### src/rtl/hazard_stall_ctrl.sv
// Hazard/stall controller for the 5-stage MIPS core: Tuse/Tnew data stalls,
// HI/LO mult/div busy sequencer, and a saturating stall-cycle counter.
module hazard_stall_ctrl #(
  parameter int MULT_LAT = 5,
  parameter int DIV_LAT  = 10
) (
  input  logic        clk,
  input  logic        reset,
  input  logic [4:0]  D_rs,
  input  logic [4:0]  D_rt,
  input  logic [1:0]  D_Tuse_rs,
  input  logic [1:0]  D_Tuse_rt,
  input  logic        D_md,
  input  logic [4:0]  E_A3,
  input  logic [1:0]  E_Tnew,
  input  logic [4:0]  M_A3,
  input  logic [1:0]  M_Tnew,
  input  logic        E_md_start,
  input  logic        E_md_type,
  output logic        Stall,
  output logic        md_busy,
  output logic        md_done,
  output logic [31:0] stall_cnt
);

  typedef enum logic {IDLE, BUSY} state_t;

  localparam logic [3:0] MULT_LOAD = 4'(MULT_LAT - 1);
  localparam logic [3:0] DIV_LOAD  = 4'(DIV_LAT - 1);

  state_t     state;
  state_t     state_nxt;
  logic [3:0] cnt;
  logic [3:0] cnt_nxt;

  logic stall_rs;
  logic stall_rt;
  logic md_stall;

  // A Tuse of 3 marks an unused operand; $0 is hard-wired and never forwarded.
  assign stall_rs = (D_Tuse_rs != 2'd3) && (D_rs != 5'd0) &&
                    (((D_rs == E_A3) && (E_Tnew > D_Tuse_rs)) ||
                     ((D_rs == M_A3) && (M_Tnew > D_Tuse_rs)));

  assign stall_rt = (D_Tuse_rt != 2'd3) && (D_rt != 5'd0) &&
                    (((D_rt == E_A3) && (E_Tnew > D_Tuse_rt)) ||
                     ((D_rt == M_A3) && (M_Tnew > D_Tuse_rt)));

  assign md_stall = D_md && (md_busy || E_md_start);
  assign Stall    = stall_rs | stall_rt | md_stall;

  always_ff @(posedge clk) begin
    if (reset) begin
      state <= IDLE;
      cnt   <= 4'd0;
    end else begin
      state <= state_nxt;
      cnt   <= cnt_nxt;
    end
  end

  // Starts seen while BUSY (including the done cycle) are dropped.
  always_comb begin
    state_nxt = state;
    cnt_nxt   = cnt;
    case (state)
      IDLE: begin
        if (E_md_start) begin
          state_nxt = BUSY;
          cnt_nxt   = E_md_type ? DIV_LOAD : MULT_LOAD;
        end
      end
      BUSY: begin
        if (cnt != 4'd0) begin
          cnt_nxt = cnt - 4'd1;
        end else begin
          state_nxt = IDLE;
        end
      end
      default: begin
        state_nxt = IDLE;
        cnt_nxt   = 4'd0;
      end
    endcase
  end

  always_comb begin
    md_busy = (state == BUSY);
    md_done = (state == BUSY) && (cnt == 4'd0);
  end

  always_ff @(posedge clk) begin
    if (reset) begin
      stall_cnt <= 32'd0;
    end else if (Stall && (stall_cnt != 32'hFFFF_FFFF)) begin
      stall_cnt <= stall_cnt + 32'd1;
    end
  end

endmodule

### config.mk
export PLATFORM = sky130hd
export DESIGN_NAME = hazard_stall_ctrl
export DESIGN_NICKNAME = d
export VERILOG_FILES = /design/src/rtl/hazard_stall_ctrl.sv
export SDC_FILE = /design/constraint.sdc
export NUM_CORES = 1
export LEC_CHECK = 0
export ABC_AREA = 1
export ABC_CLOCK_PERIOD_IN_PS = 1900
export BUFFER_PORTS_ARGS = -buffer_cell sky130_fd_sc_hd__buf_2
export CORE_MARGIN = 2
export CORE_UTILIZATION = 54
export DETAILED_ROUTE_END_ITERATION = 10
export GPL_TIMING_DRIVEN = 1
export MAX_ROUTING_LAYER = met4
export PLACE_DENSITY = 0.89
export SYNTH_ARGS = -nofsm -noshare
export SYNTH_HDL_FRONTEND = slang
export SYNTH_SLANG_ARGS = --single-unit
### constraint.sdc
create_clock -name clk -period 1.9 [get_ports clk]
set_input_delay 0.19 -clock clk [delete_from_list [all_inputs] [get_ports clk]]
set_output_delay 0.19 -clock clk [all_outputs]
set_load 0.1 [all_outputs]
* Word level (Yosys, flattened, before mapping) *
Index checks and enable logic that the tools add are counted.

cells by class
  add/sub/neg operators = 2
  order comparisons = 4
  equal/unequal tests = 9
  muxes and demuxes = 7
  bitwise gates (word level) = 3
  reductions and logical operators = 19

operators with widths
  kind                                                                     count
  32-bit by 1-bit adder with 32-bit output, second input constant          1
  32-bit inequality test, second input constant                            1
  5-bit == test                                                            4
  4-bit 2-to-1 mux                                                         3
  1-bit logical AND                                                        11
  5-bit nonzero test                                                       2
  2-bit greater-than comparator                                            4
  4-bit one-hot mux with 2 select lines                                    1
  2-bit inequality test, second input constant                             3
  4-bit logical NOT                                                        1
  4-bit nonzero test                                                       1
  4-bit by 1-bit subtractor with 4-bit output, second input constant       1
  1-bit logical OR                                                         3
  1-bit 2-to-1 mux                                                         2
  2-bit by 1-bit inequality test with 1-bit output, second input constant  1
  1-bit bitwise OR                                                         2
  1-bit one-hot mux with 2 select lines                                    1
  2-bit AND reduction                                                      1
  1-bit NOT                                                                1

word-level totals
  flip-flop bits (word level) = 37
  output and inout port bits = 35
  word-level logic and storage cells = 47

* Logic depth before layout (Yosys ltp) *
  depth after elaboration = 7
  gate-level depth with buffers = 15

* Least setup slack after synthesis *
No wires, ideal clock.

  path type = reg-to-reg
  from = register stall_cnt[0]
  to = register stall_cnt[6]
  library setup time = 0.119 ns
  arrival time = 2.361 ns
  data required time = 1.781 ns
  slack = -0.580 ns
  stages on the path, launching flop included = 12
  path buffers = 1
  cell sequence = dfxtp_1 -> ha_1 -> nand2_1 -> nor2_4 -> nand2_2 -> nor2_8 -> nand3_4 -> buf_6 -> nand4_1 -> inv_1 -> a21oi_1 -> nor2_1

on the way
  cells in the longest elaborated chain, start to end = 2

RTL lines
  what                                                                                              line  source
  start, declared                                                                                   23    output logic [31:0] stall_cnt
  start signal, assigned                                                                            96    stall_cnt <= stall_cnt + 32'd1;
  parallel branches: the longest is 2 deep, another holds 32-bit by 1-bit adder with 32-bit output  -

Several ways; the timed one is not identified.
A chain may end at the register's enable or synchronous reset.

* Worst setup path in the final report *
  from = register stall_cnt[0]
  to = register stall_cnt[26]

Same word-level chain as after synthesis.

==> implementation parameters <==
Parameter                              Value

Status
  Outcome ... finished clean

Layout
  Number of antenna cells inserted ... 0
  Multi-input logic area ... 1720 µm²
  Layout filler cell count ... 484
  Final design instance area without fill ... 3440 µm²
  Non-filler cells in the finished layout ... 618
  Fraction of layout cells with a size suffix above 1 ... 24.82%
  Layout Nets ... 591
  Area used by sequential logic in the layout ... 792.0 µm²
  Final design utilization ... 67.78%
  Area Overhead vs Synth ... 22.29%

Route
  First drt pass iteration count ... 5
  Count of unresolved DRC violations after routing ... 0
  Via count ... 3186
  Sum of routed wire length over all layers ... 7159 µm
  Average wire per standard cell ... 11.58 µm
  Via density per instance ... 5.155
  DRC violation total after the first TritonRoute iteration ... 237
  Detail Route Antenna Nets ... 0

Global routing
  Initial antenna violation count ... 0
  Pin count of the biggest net entering global routing ... 37
  First-pass GRT wire length ... 11990 µm
  Via count of the first global-routing pass ... 2759
  Overflow after GRT ... 0
  Overall fraction of global-route tracks in use ... 25.43%

Floorplan
  Die Wd ... 76.17 µm
  Initial cell density of the core ... 55.42%
  Number of standard-cell rows in the floorplan ... 26
  Standard cell core area ... 5075 µm²
  Die extent in y ... 76.17 µm
  Boundary Pins ... 68
  Die area ... 5802 µm²

Clock network
  TritonCTS clock tree ... done
  Htree depth ... 2
  Clock tree root buffer cell ... clkbuf_8
  Count of clock tree sinks ... 37
  Hold-fix buffer count after cts ... 0
  Maximum root-to-sink buffer count ... 2
  Later-pin clock latency in the skew report ... 0.30 ns
  Total CTS buffers ... 5
  Clock input transition at the sequential cells of the worst setup and hold paths ... 0.07 ns

STA
  Min Tclk post-route ... 1.808 ns
  Final setup fails ... 0
  Final clock period utilization by the worst path ... 95.18%
  Final setup skew ... 0.01019 ns
  RSZ-0062 raised after global routing ... yes
  Total count of max-transition violations in the final report ... 0
  Fin. Hold Viols ... 0
  Highest achievable clock rate ... 0.5530 GHz
  Worst-Margin Slew ... 0.5002 ns
  Rel. slew slack ... 66.89%

Place
  GP Congestion ... 0.9223
  Placed wire-length estimate after detailed placement ... 5281 µm
  Number of I/O port buffers ... 67
  Total cell area at the placement stage ... 3274 µm²
  Placed instance count ... 606

Power and ir drop
  Power Dens Cells ... 576.0 nW/µm²
  Overall power consumption ... 1981 µW
  Maximum vdd ir drop ... 0.5478 mV
  Leakage power total ... 0.001831 µW

Run
  Max-cap viol count ... 0

Synthesis
  Synth cell types ... 24
  Area share of the largest cell type after synthesis ... 26.33%
  Synth warnings ... 0
  Synth Instances ... 475
  Mean post-synth cell area ... 5.921 µm²
  Biggest area contributors in the synthesized netlist ... dfxtp_1 26%, nand2_1 18%, inv_1 10%
  Post-synth top area cell ... dfxtp_1
  Most used standard cell by instance count after synthesis ... nand2_1
  Commonest cells post-synth ... 132 x nand2_1, 75 x inv_1, 71 x nor2_1, 51 x nand3_1, 40 x a21oi_1
  Number of storage elements in the synthesis netlist ... 37
  Number of enable-type register cells in the synthesized netlist ... 0
  Async set-or-reset flop fraction in the synthesized netlist ... 0%
  Share of synthesized area occupied by flip-flops and latches ... 26.33%
  Net count after synthesis ... 519
  Synthesized area ... 2813 µm²
  Top_reg_cell synth ... dfxtp_1

Critical path
  WP data arrival ... 2.00 ns
  Path depth of the worst reg2reg path ... 10
  Type of the setup path with the least slack ... reg2reg
  Critical path launch point type ... flop
  Critical path capture point type ... flop
  Highest fanout seen on the critical path ... 10
  Critical Path RT ... 2.10 ns

Min path
  Worst hold path class ... in2reg
  Cell depth of the worst hold path ... 2
==> layout by cell type (no fill, tap or decap), types with 3 or more instances in the layout <==
cell type and count:
nand2_1 132, inv_1 75, nor2_1 71, buf_2 66, nand3_1 50, a21oi_1 39
dfxtp_2 29, nand4_1 11, ha_1 11, buf_4 7, o21ai_0 6, nor2_2 5
clkbuf_8 5, xor2_1 4, nand2_2 4, nand3_2 4, dfxtp_1 4, dfxtp_4 4
nor2_4 3, nor3_1 3
==> through the flow <==
| stage | hold slack [ns] | setup slack [ns] | TNS, ns |
|---|---|---|---|
| 6_report | 0.1377 | 0.09163 | 0 |
| 5_1_grt | 0.1224 | -0.05153 | -0.3126 |
| 4_1_cts | 0.1232 | 0.09966 | 0 |
| 3_5_place_dp | 0.4434 | 0.04840 | 0 |
| 3_3_place_gp | 0.4261 | 0.05476 | 0 |
| 2_1_floorplan | 0.2550 | 0.006144 | 0 |
==> power by group <==
group | switching [µW] | internal [µW] | total [µW]
combinational | 323 | 166 | 490
clock | 295 | 388 | 683
sequential | 15.2 | 794 | 809
==> final timing paths <==
check / from / end / slack [ns]
hold reg to reg: cnt[1]$_SDFFE_PP0P_ / cnt[1]$_SDFFE_PP0P_ / 0.47
setup reg to reg: stall_cnt[0]$_SDFFE_PP0P_ / stall_cnt[26]$_SDFFE_PP0P_ / 0.09
setup / recovery: stall_cnt[0]$_SDFFE_PP0P_ / stall_cnt[26]$_SDFFE_PP0P_ / 0.09
hold / removal: reset / cnt[1]$_SDFFE_PP0P_ / 0.14
==> layout make-up <==
class	count	share of cell area [%]
well taps	70	2.546
inverters	76	8.294
repair buffers	76	13.02
flip-flops and latches	37	23.03
multi-input cells	351	50.02
clock buffers	6	2.110
clock inverters	2	0.9822
==> state kept, by name, summed over array words and instances, names as in the netlist <==
register   cells
md_busy        1
cnt            4
stall_cnt     32
==> worst max-delay path: stages (launching register included) <==
cell and delay [ns]:
dfxtp_4 0.37, ha_1 0.17, nand2_1 0.09, nor2_4 0.11, nand2_2 0.10, nor2_8 0.18
nand3_2 0.22, nand3_1 0.19, nor2_1 0.07, a21oi_1 0.14, nor2_1 0.06
==> cell families (layout without fill, tap and decap cells) <==
group           after synthesis  count (layout)  synth area share (%)
flops                        37              37                 26.33
fa+ha+maj                    11              11                 4.893
simple gates                287             287                 45.33
xor+xnor                      5               5                 1.557
buf+inv                      87             160                 13.08
compound gates               48              48                 8.808
==> metal layers <==
metal / vias up / part of all wire (%) / GRT usage (%)
met5: - / 0 / -
met4: 0 / 1.1 / 6.000
met3: 12 / 8.0 / 6.043
met2: 134 / 46 / 41.88
met1: 1403 / 45 / 31.81
li1: 1637 / - / -
==> timing repair <==
| item | 4_1_cts | 5_1_grt |
|---|---|---|
| gates resized for setup | 0 | 2 |
| endpoints found under the hold margin | 0 | 0 |
| endpoints found under the setup margin | 0 | 8 |
| setup buffers | 0 | 3 |
(Power assumes the default switching activity.)
